**config.mk**
```make
export PLATFORM = sky130hd
export DESIGN_NAME = wb_sram_ctrl
export DESIGN_NICKNAME = d
export VERILOG_FILES = /design/src/rtl/wb_sram_ctrl.sv
export SDC_FILE = /design/constraint.sdc
export NUM_CORES = 1
export LEC_CHECK = 0
export CAP_MARGIN = 5
export CORE_MARGIN = 5
export CORE_UTILIZATION = 40
export DETAILED_ROUTE_END_ITERATION = 8
export PLACE_DENSITY = 0.8
export REMOVE_ABC_BUFFERS = 1
export SLEW_MARGIN = 20
export SYNTH_ARGS = -nofsm -noshare
export SYNTH_HDL_FRONTEND = slang
export SYNTH_SLANG_ARGS = --single-unit
export TNS_END_PERCENT = 20
```
**constraint.sdc**
```tcl
create_clock -name clk -period 2.25 [get_ports clk]
set_input_delay 0.45 -clock clk [delete_from_list [all_inputs] [get_ports clk]]
set_output_delay 0.45 -clock clk [all_outputs]
set_load 0.01 [all_outputs]
```
**src/rtl/wb_sram_ctrl.sv**
```systemverilog
// ---------------------------------------------------------------------------
// wb_sram_ctrl
//
// Wishbone classic-cycle slave that performs one access at a time against an
// external 32-bit asynchronous SRAM. A request is latched in IDLE. The SRAM
// strobes are then held for WAIT_CYCLES cycles, followed by one DONE cycle
// that carries the single-cycle acknowledge. Every SRAM pin and every
// Wishbone output comes straight from a flop, so the pins are glitch-free.
//
// Parameters
//   ADDR_WIDTH   SRAM word-address width (uses wb_adr_i[ADDR_WIDTH+1:2])
//   WAIT_CYCLES  strobe length per access, 1..15
//
// Ports
//   clk, rst_n            clock (posedge) / asynchronous active-low reset
//   wb_cyc_i, wb_stb_i    Wishbone cycle / strobe
//   wb_we_i               1 = write, 0 = read
//   wb_adr_i              byte address; [1:0] and bits above ADDR_WIDTH+1
//                         are ignored
//   wb_sel_i              byte lane selects
//   wb_dat_i / wb_dat_o   write data / read data (held until the next read)
//   wb_ack_o              one-cycle acknowledge
//   sram_addr_o           SRAM word address
//   sram_dq_o/_oe_o/_i    SRAM data out / drive enable / data in
//   sram_ce_n_o, sram_oe_n_o, sram_we_n_o, sram_be_n_o
//                         active-low SRAM controls
// ---------------------------------------------------------------------------
`timescale 1ns/1ps
module wb_sram_ctrl #(
    parameter int unsigned ADDR_WIDTH  = 20,
    parameter int unsigned WAIT_CYCLES = 2
) (
    input  logic                  clk,
    input  logic                  rst_n,
    input  logic                  wb_cyc_i,
    input  logic                  wb_stb_i,
    input  logic                  wb_we_i,
    input  logic [31:0]           wb_adr_i,
    input  logic [3:0]            wb_sel_i,
    input  logic [31:0]           wb_dat_i,
    output logic [31:0]           wb_dat_o,
    output logic                  wb_ack_o,
    output logic [ADDR_WIDTH-1:0] sram_addr_o,
    output logic [31:0]           sram_dq_o,
    output logic                  sram_dq_oe_o,
    input  logic [31:0]           sram_dq_i,
    output logic                  sram_ce_n_o,
    output logic                  sram_oe_n_o,
    output logic                  sram_we_n_o,
    output logic [3:0]            sram_be_n_o
);

    typedef enum logic [1:0] {
        ST_IDLE   = 2'd0,
        ST_ACCESS = 2'd1,
        ST_DONE   = 2'd2
    } state_e;

    localparam logic [3:0] WAIT_LOAD = 4'(WAIT_CYCLES);

    state_e                  state_q, state_d;
    logic [3:0]              cnt_q, cnt_d;
    logic                    we_q, we_d;
    logic [ADDR_WIDTH-1:0]   addr_q, addr_d;
    logic [31:0]             dq_q, dq_d;
    logic                    dq_oe_q, dq_oe_d;
    logic                    ce_n_q, ce_n_d;
    logic                    oe_n_q, oe_n_d;
    logic                    we_n_q, we_n_d;
    logic [3:0]              be_n_q, be_n_d;
    logic [31:0]             dat_q, dat_d;
    logic                    ack_q, ack_d;

    // Address bits outside the word-address window are deliberately dropped.
    logic unused_s;
    assign unused_s = ^{wb_adr_i[31:ADDR_WIDTH+2], wb_adr_i[1:0]};

    // Next-state and next-output logic; all pins are computed one cycle ahead.
    always_comb begin
        state_d = state_q;
        cnt_d   = cnt_q;
        we_d    = we_q;
        addr_d  = addr_q;
        dq_d    = dq_q;
        dq_oe_d = dq_oe_q;
        ce_n_d  = ce_n_q;
        oe_n_d  = oe_n_q;
        we_n_d  = we_n_q;
        be_n_d  = be_n_q;
        dat_d   = dat_q;
        ack_d   = 1'b0;

        case (state_q)
            ST_IDLE: begin
                if (wb_cyc_i && wb_stb_i) begin
                    state_d = ST_ACCESS;
                    cnt_d   = WAIT_LOAD;
                    we_d    = wb_we_i;
                    addr_d  = wb_adr_i[ADDR_WIDTH+1:2];
                    dq_d    = wb_dat_i;
                    ce_n_d  = 1'b0;
                    be_n_d  = ~wb_sel_i;
                    if (wb_we_i) begin
                        oe_n_d  = 1'b1;
                        we_n_d  = 1'b0;
                        dq_oe_d = 1'b1;
                    end else begin
                        oe_n_d  = 1'b0;
                        we_n_d  = 1'b1;
                        dq_oe_d = 1'b0;
                    end
                end else begin
                    state_d = ST_IDLE;
                end
            end
            ST_ACCESS: begin
                cnt_d = cnt_q - 4'd1;
                if (cnt_q == 4'd1) begin
                    // Last strobe cycle: release the strobes, but keep dq_oe
                    // for one more cycle so write data is held past WE rise.
                    state_d = ST_DONE;
                    ce_n_d  = 1'b1;
                    oe_n_d  = 1'b1;
                    we_n_d  = 1'b1;
                    be_n_d  = 4'hF;
                    // An aborted cycle still completes, silently.
                    ack_d   = wb_cyc_i;
                    if (!we_q) begin
                        dat_d = sram_dq_i;
                    end else begin
                        dat_d = dat_q;
                    end
                end else begin
                    state_d = ST_ACCESS;
                end
            end
            ST_DONE: begin
                state_d = ST_IDLE;
                dq_oe_d = 1'b0;
            end
            default: begin
                state_d = ST_IDLE;
                ce_n_d  = 1'b1;
                oe_n_d  = 1'b1;
                we_n_d  = 1'b1;
                be_n_d  = 4'hF;
                dq_oe_d = 1'b0;
            end
        endcase
    end

    // State and output registers; reset parks the SRAM deselected at once.
    always_ff @(posedge clk or negedge rst_n) begin
        if (!rst_n) begin
            state_q <= ST_IDLE;
            cnt_q   <= 4'd0;
            we_q    <= 1'b0;
            addr_q  <= '0;
            dq_q    <= 32'h0;
            dq_oe_q <= 1'b0;
            ce_n_q  <= 1'b1;
            oe_n_q  <= 1'b1;
            we_n_q  <= 1'b1;
            be_n_q  <= 4'hF;
            dat_q   <= 32'h0;
            ack_q   <= 1'b0;
        end else begin
            state_q <= state_d;
            cnt_q   <= cnt_d;
            we_q    <= we_d;
            addr_q  <= addr_d;
            dq_q    <= dq_d;
            dq_oe_q <= dq_oe_d;
            ce_n_q  <= ce_n_d;
            oe_n_q  <= oe_n_d;
            we_n_q  <= we_n_d;
            be_n_q  <= be_n_d;
            dat_q   <= dat_d;
            ack_q   <= ack_d;
        end
    end

    assign wb_dat_o     = dat_q;
    assign wb_ack_o     = ack_q;
    assign sram_addr_o  = addr_q;
    assign sram_dq_o    = dq_q;
    assign sram_dq_oe_o = dq_oe_q;
    assign sram_ce_n_o  = ce_n_q;
    assign sram_oe_n_o  = oe_n_q;
    assign sram_we_n_o  = we_n_q;
    assign sram_be_n_o  = be_n_q;

endmodule

```
# ---- Word level (Yosys, flattened, before mapping)
# Index checks and enable logic that the tools add are counted.
dict set report op_classes {
  n_addsub 1
  n_eq_ne 5
  n_mux 20
  bitwise_logic 4
  n_reduce_logical 8
}
# cell count
set op_table {}
lappend op_table {{2-to-1 mux 4 bit} 3}
lappend op_table {{case mux 4 bit (3 select lines)} 1}
lappend op_table {{2-to-1 mux 1 bit} 9}
lappend op_table {{case mux 1 bit (3 select lines)} 3}
lappend op_table {{case mux 4 bit (2 select lines)} 1}
lappend op_table {{AND reduction 2 bit} 3}
lappend op_table {{AND reduction 3 bit} 2}
lappend op_table {{equality test 4 x 1 -> 1 bit, second input constant} 1}
lappend op_table {{inequality test 2 bit, second input constant} 2}
lappend op_table {{NOT 4 bit} 1}
lappend op_table {{case mux 2 bit (2 select lines)} 1}
lappend op_table {{subtractor 4 x 1 -> 4 bit, second input constant} 1}
lappend op_table {{NOT 1 bit} 3}
lappend op_table {{equality test 2 x 1 -> 1 bit, second input constant} 1}
lappend op_table {{equality test 2 bit, second input constant} 1}
lappend op_table {{zero test 2 bit} 1}
lappend op_table {{2-to-1 mux 2 bit} 1}
lappend op_table {{case mux 1 bit (2 select lines)} 1}
lappend op_table {{nonzero test 2 bit} 1}
lappend op_table {{logical AND 1 bit} 1}
dict set report word_totals {
  ff_bits 100
  wordCells 50
}

# ---- Logic depth before layout (Yosys ltp)
# Gate-level depths: netlist (run 1).
dict set report logic_depth {
  word_depth 3
  mapped_depth 6
  depth_no_buf 5
}

# ---- Worst setup path before layout (run 1)
# Ideal clock, no wire load.
dict set report synth_timing {
  path_kind {register to register}
  from {register cnt_q[1]}
  to {register dat_q[11], in the netlist wb_dat_o[11]}
  arrival_time_ns 1.691
  required_ns 2.125
  slack_ns 0.434
  stages_incl_launch_ff 7
  path_buffers 1
  period_less_slack_ns 1.816
  cell_sequence {dfrtp_1 > inv_1 > ha_1 > or3b_4 > nor3_4 > buf_6 > mux2_4}
}
dict set report synth_between {
  elab_chain_len 2
}
# item line
set synth_lines {}
lappend synth_lines {{from (decl)} 62} ;# logic [3:0] cnt_q, cnt_d;
lappend synth_lines {{from (signal assigned)} 169} ;# cnt_q <= cnt_d;
lappend synth_lines {{equality test 4 x 1 -> 1 bit} 118} ;# if (cnt_q == 4'd1) begin
lappend synth_lines {{AND reduction 3 bit (no source line)} --}
lappend synth_lines {{to (signal assigned)} 178} ;# dat_q <= dat_d;
lappend synth_lines {{to (decl)} 71} ;# logic [31:0] dat_q, dat_d;
# Every way passes these cells.
# A chain may end at the register's enable or synchronous reset.

# ---- Worst setup path after layout (run 1)
dict set report layout_timing {
  from {register cnt_q[1]}
  to {register dat_q[1], in the netlist wb_dat_o[1]}
}
# The elaborated chain is that of the path after synthesis.

==> flow_summary.ini, run 1 <==
[global_route]
first_global_vias = 3249
antenna_found_initial = 0
grt_pass1_wl_mm = 16.1
gr-usage-all-layers_pct = 17.1
grt_max_degree = 101
gr-total-overflow = 0

[layout]
regArea_um2 = 2510
synthToLayoutAreaGrowth_pct = 56.0
insertedDiodeCount = 0
drive_above_1_share_pct = 12.4
utilization_pct = 63.9
n_fill_cell = 786
nets = 652
fin_area_um2 = 6210
multi_input_area_um2 = 1390
instances_no_fill = 683

[sta]
min_period_over_period_pct = 85.2
final-hold-violation-count = 0
finalSetupTns_ps = 0
rsz0062_at_grt = false
tightest_slew_ps = 536
period_minus_slack_ps = 1920
drv_slew = 0
fin_worst_skew_ps = 16.3
setup_viol = 0
fmax_mhz = 522
max-slew-margin-rel_pct = 64.3

[clock_tree]
hold_buffers = 0
cts_inserted_buffers = 9
postCtsSetupRepairBufs = 0
clock_latency_ps = 350
cts_tree = yes
clock_path_buffers = 2
clock_sinks = 100
ctsResizeCount = 0
cts_root_buffer = clkbuf_8
htreeDepth = 3
cts.clk_slew.worst_paths_ps = 100

[detailed_routing]
initialDrtViolationCount = 156
drt_pass1_iterations = 4
vias_per_cell = 4.59
drc = 0
wl_per_cell_um = 15.2
antenna_left = 0
vias = 3134
wl_mm = 10.4

[floorplan]
design.core.area_um2 = 9730
fp.dieW_um = 110
num_io_pins = 198
dieArea_um2 = 12100
initial_core_util_pct = 40.9
rows = 36
die_h_um = 110

[run_status]
outcome = complete, no violations

[worst_setup_path]
crit_type = flip-flop to flip-flop
required_ps = 2470
arrival_ps = 2140
endpoint_kind = flip-flop
ff2ff_path_depth = 6
cp_max_fo = 32
critPathLaunchType = flip-flop

[pwr]
p_leak_nw = 2.85
vdd_ir_drop_max_mv = 0.577
powerDensity_nw_per_um2 = 1320
p_total_mw = 8.19

[placement]
place_inst = 667
place_area_um2 = 6020
gp_congestion = 0.707
dp.final_hpwl_mm = 7.55
port_buffers = 185

[synthesis]
yosysWarningCount = 0
avgSynthCellArea_um2 = 11.0
yosysUniqueCellTypes = 29
synth.largest_area_cell = dfrtp_1
synth_top_area_share_pct = 58.4
ys_seq_area_share_pct = 63.0
synthesis.area_um2 = 3980
synthTopCellsByArea = dfrtp_1 58%, nand2_1 16%, mux2_4 7.5%, dfstp_2 4.6%, mux2_2 3.4%
ys_ff_latch = 100
netlist_instances = 361

[hold_path]
holdCritPathClass = input port to async pin

[flow_run]
drv_cap = 0
==> report_power, final <==
part           internal (mW)  switching [mW]
sequential              2.70           0.500
clock                  0.520           0.606
combinational           2.27            1.58
==> critical path, stage by stage, from the launching register on <==
cell     delay [ps]
dfrtp_1         390
inv_1            80
ha_1            130
or3b_4          400
nor3_4          160
buf_12          260
mux2_2          370
==> per-layer routing <==
layer | global-route usage, % | part of all wire [%]
met2 | 28.9 | 49
met5 | 0 | 0
met4 | 5.25 | 1.3
met1 | 20.2 | 40
met3 | 6.52 | 9.6
==> sequential cells by signal, indices dropped and copies added, names as in the netlist <==
name	cells
sram_ce_n_o	1
sram_dq_o	32
cnt_q	4
we_q	1
state_q	2
sram_we_n_o	1
sram_oe_n_o	1
wb_ack_o	1
sram_addr_o	20
sram_dq_oe_o	1
sram_be_n_o	4
wb_dat_o	32
==> logic make-up (layout without fill, tap and decap cells) <==
kind of cell	after synthesis	in the layout	share of synthesized area [%]
simple gates	191	191	19.5
flops	100	100	63.0
mux	35	35	11.7
buf+inv	20	209	2.51
compound gates	12	12	2.36
fa+ha+maj	2	2	0.628
xor+xnor	1	1	0.220
==> synth_stat cells <==
cell type	number
mux2_4	20
o221a_2	4
o32a_1	1
mux2_2	12
dfrtp_1	93
mux2i_1	2
mux2_1	1
nand2_1	167
a21oi_1	2
nor2_1	10
and2_1	2
nand2b_1	3
ha_1	2
nor4_1	1
dfstp_2	7
buf_6	3
or3b_4	1
nand3b_1	3
buf_1	2
o21ai_0	4
o22a_1	1
nand3_1	1
nand4bb_1	1
buf_2	2
xor2_1	1
inv_1	2
nor4bb_1	1
nor3_4	1
clkbuf_1	11
==> stage by stage <==
step,hold slack [ps],setup slack (ps)
global placement,459,329
floorplan,154,-2460
finish,115,333
detailed placement,463,290
CTS,161,322
global route,182,270
==> cell usage in the layout, fill, tap and decap left out, types with 2 or more instances in the layout <==
master	synthesis	final
dfstp_2	7	7
mux2_4	20	20
buf_4	0	3
nand2_1	167	167
ha_1	2	2
buf_12	0	4
o221a_2	4	4
dfrtp_1	93	93
mux2i_1	2	2
inv_1	2	2
o21ai_0	4	4
clkbuf_1	11	2
and2_1	2	2
a21oi_1	2	2
clkbuf_8	0	9
clkdlybuf4s50_1	0	184
nand3b_1	3	3
nand2b_1	3	3
mux2_2	12	12
nor2_1	10	10
==> layout make-up <==
class	count	area share [%]
clock buffer	11	2.11
sequential	100	40.4
timing repair buffer	191	31.3
clock inverter	5	0.967
multi-input combinational	241	22.4
tap	133	2.68
inverter	2	0.121
==> path summary, 6_finish.rpt <==
path	to	slack, ps	from
setup / recovery	wb_dat_o[1]$_DFFE_PN0P_	330	cnt_q[1]$_DFFE_PN0P_
hold / removal	wb_dat_o[28]$_DFFE_PN0P_	120	rst_n
setup reg to reg	wb_dat_o[1]$_DFFE_PN0P_	330	cnt_q[1]$_DFFE_PN0P_
hold reg to reg	sram_dq_o[31]$_DFFE_PN0P_	480	sram_dq_o[31]$_DFFE_PN0P_
max in group asynchronous	sram_dq_o[27]$_DFFE_PN0P_	1700	rst_n
min in group clk	sram_dq_o[31]$_DFFE_PN0P_	480	sram_dq_o[31]$_DFFE_PN0P_
No activity file was read; power rests on OpenSTA's default activity.
==> run 2, diff against run 1 <==
--- a/config.mk
+++ b/config.mk
@@ -7,9 +7,9 @@
 export LEC_CHECK = 0
 export CAP_MARGIN = 5
 export CORE_MARGIN = 5
-export CORE_UTILIZATION = 40
+export CORE_UTILIZATION = 25
 export DETAILED_ROUTE_END_ITERATION = 8
-export PLACE_DENSITY = 0.8
+export PLACE_DENSITY = 0.54
 export REMOVE_ABC_BUFFERS = 1
 export SLEW_MARGIN = 20
 export SYNTH_ARGS = -nofsm -noshare
==> flow_summary.ini, run 2 (synthesis gave the netlist of run 1 again) <==
[sta]
hold_ws_ps = 31.6
period_minus_slack_ps = 1950
min_period_over_period_pct = 86.9
fin_worst_skew_ps = 7.45
fmax_mhz = 512
final-hold-violation-count = 0
max-slew-margin-rel_pct = 73.5
worst_slack_ps = 295
tightest_slew_ps = 398
setup_viol = 0
rsz0062_at_grt = false
drv_slew = 0

[clock_tree]
clock_latency_ps = 350
clock_path_buffers = 2
cts_root_buffer = clkbuf_16
cts.clk_slew.worst_paths_ps = 70
htreeDepth = 3
cts_inserted_buffers = 9
clock_sinks = 100
ctsResizeCount = 0
postCtsSetupRepairBufs = 0
cts_tree = yes
hold_buffers = 0

[flow_run]
drv_cap = 0

[pwr]
clkPwrFrac_pct = 20.0
internal-power_mw = 6.08
combPwrFrac_pct = 43.8
p_leak_nw = 2.93
seq_power_share_pct = 36.3
swShare_pct = 31.1
power_switching_mw = 2.74
vdd_ir_drop_max_mv = 0.627
powerDensity_nw_per_um2 = 1360

[detailed_routing]
routed.top_layer = met4
drt-met1-wl_mm = 4.66
vias_per_cell = 4.10
routed-wl-met2_mm = 5.14
drt_pass1_iterations = 4
vias = 3155
antenna_left = 0
wl_mm = 11.1
wl_per_cell_um = 14.4
drc = 0
wl_met3_mm = 1.20
initialDrtViolationCount = 103

[worst_setup_path]
critPathLaunchType = flip-flop
cp_max_fo = 32
crit_type = flip-flop to flip-flop
required_ps = 2470
endpoint_kind = flip-flop
ff2ff_path_depth = 6
arrival_ps = 2180

[floorplan]
dieArea_um2 = 18600
die_h_um = 136
design.core.area_um2 = 15800
num_io_pins = 198
rows = 46
initial_core_util_pct = 25.3
fp.dieW_um = 136

[layout]
multi_input_area_um2 = 1390
utilization_pct = 41.1
fin_area_um2 = 6480
drive_above_1_share_pct = 12.8
nets = 656
synthToLayoutAreaGrowth_pct = 62.6
n_fill_cell = 1544
regArea_um2 = 2510
instances_no_fill = 770
layout_common_cells = 184 x clkdlybuf4s50_1, 167 x nand2_1, 93 x dfrtp_1, 20 x mux2_4, 12 x mux2_2
insertedDiodeCount = 0
mostFrequentLayoutCell = clkdlybuf4s50_1

[global_route]
gr-total-overflow = 0
antenna_found_initial = 0
first_global_vias = 3317
gr-usage-all-layers_pct = 12.0
grt_pass1_wl_mm = 17.4
grt_max_degree = 53

[run_status]
outcome = complete, no violations

[placement]
port_buffers = 185
dp_slack_ps = 262
gp_congestion = 0.728
place_inst = 754
dp.final_hpwl_mm = 8.01
place_area_um2 = 6140

[hold_path]
holdCritPathClass = input port to async pin
-- run 2: power by group through the flow --
stage	sequential (mW)	combinational [mW]	clock (mW)
after floorplan	3.60	1.24	0
after global placement	3.18	3.89	0
after detailed placement	3.22	3.93	0
after CTS	3.21	3.95	1.84
after global routing	3.32	4.19	1.90
final	3.20	3.86	1.76
-- run 2: final cells by class --
type / count / share of cell area [%]
clock buffer: 12 / 3.65
clock inverter: 4 / 1.53
inverter: 2 / 0.116
multi-input combinational: 241 / 21.5
sequential: 100 / 38.8
tap: 216 / 4.17
timing repair buffer: 195 / 30.3
-- run 2: worst paths after layout --
path	from	end	slack (ps)
min	rst_n	sram_addr_o[15]$_DFFE_PN0P_	30
max	cnt_q[1]$_DFFE_PN0P_	wb_dat_o[4]$_DFFE_PN0P_	300
min in group clk	sram_dq_o[29]$_DFFE_PN0P_	sram_dq_o[29]$_DFFE_PN0P_	470
max reg2reg	cnt_q[1]$_DFFE_PN0P_	wb_dat_o[4]$_DFFE_PN0P_	300
min reg2reg	sram_dq_o[29]$_DFFE_PN0P_	sram_dq_o[29]$_DFFE_PN0P_	470
max in group asynchronous	rst_n	sram_we_n_o$_DFFE_PN1P_	1510
-- run 2: per-layer routing --
metal  vias up  track usage (%)
met5         -                0
met4         0             2.86
met3        10             6.44
met2       142             19.6
met1      1483             14.0
li1       1520                -
-- run 2: worst max-delay path, cell delays in order (launching register included) --
cell and delay (ps):
dfrtp_1 400, inv_1 80, ha_1 140, or3b_4 410, nor3_4 160, buf_12 250, mux2_2 370
-- run 2: through the flow --
| stage | setup TNS [ps] | power, mW |
|---|---|---|
| CTS | 0 | 9.00 |
| global placement | 0 | 7.06 |
| detailed placement | 0 | 7.15 |
| global route | 0 | 9.42 |
| finish | 0 | 8.82 |
| floorplan | -136220 | 4.84 |
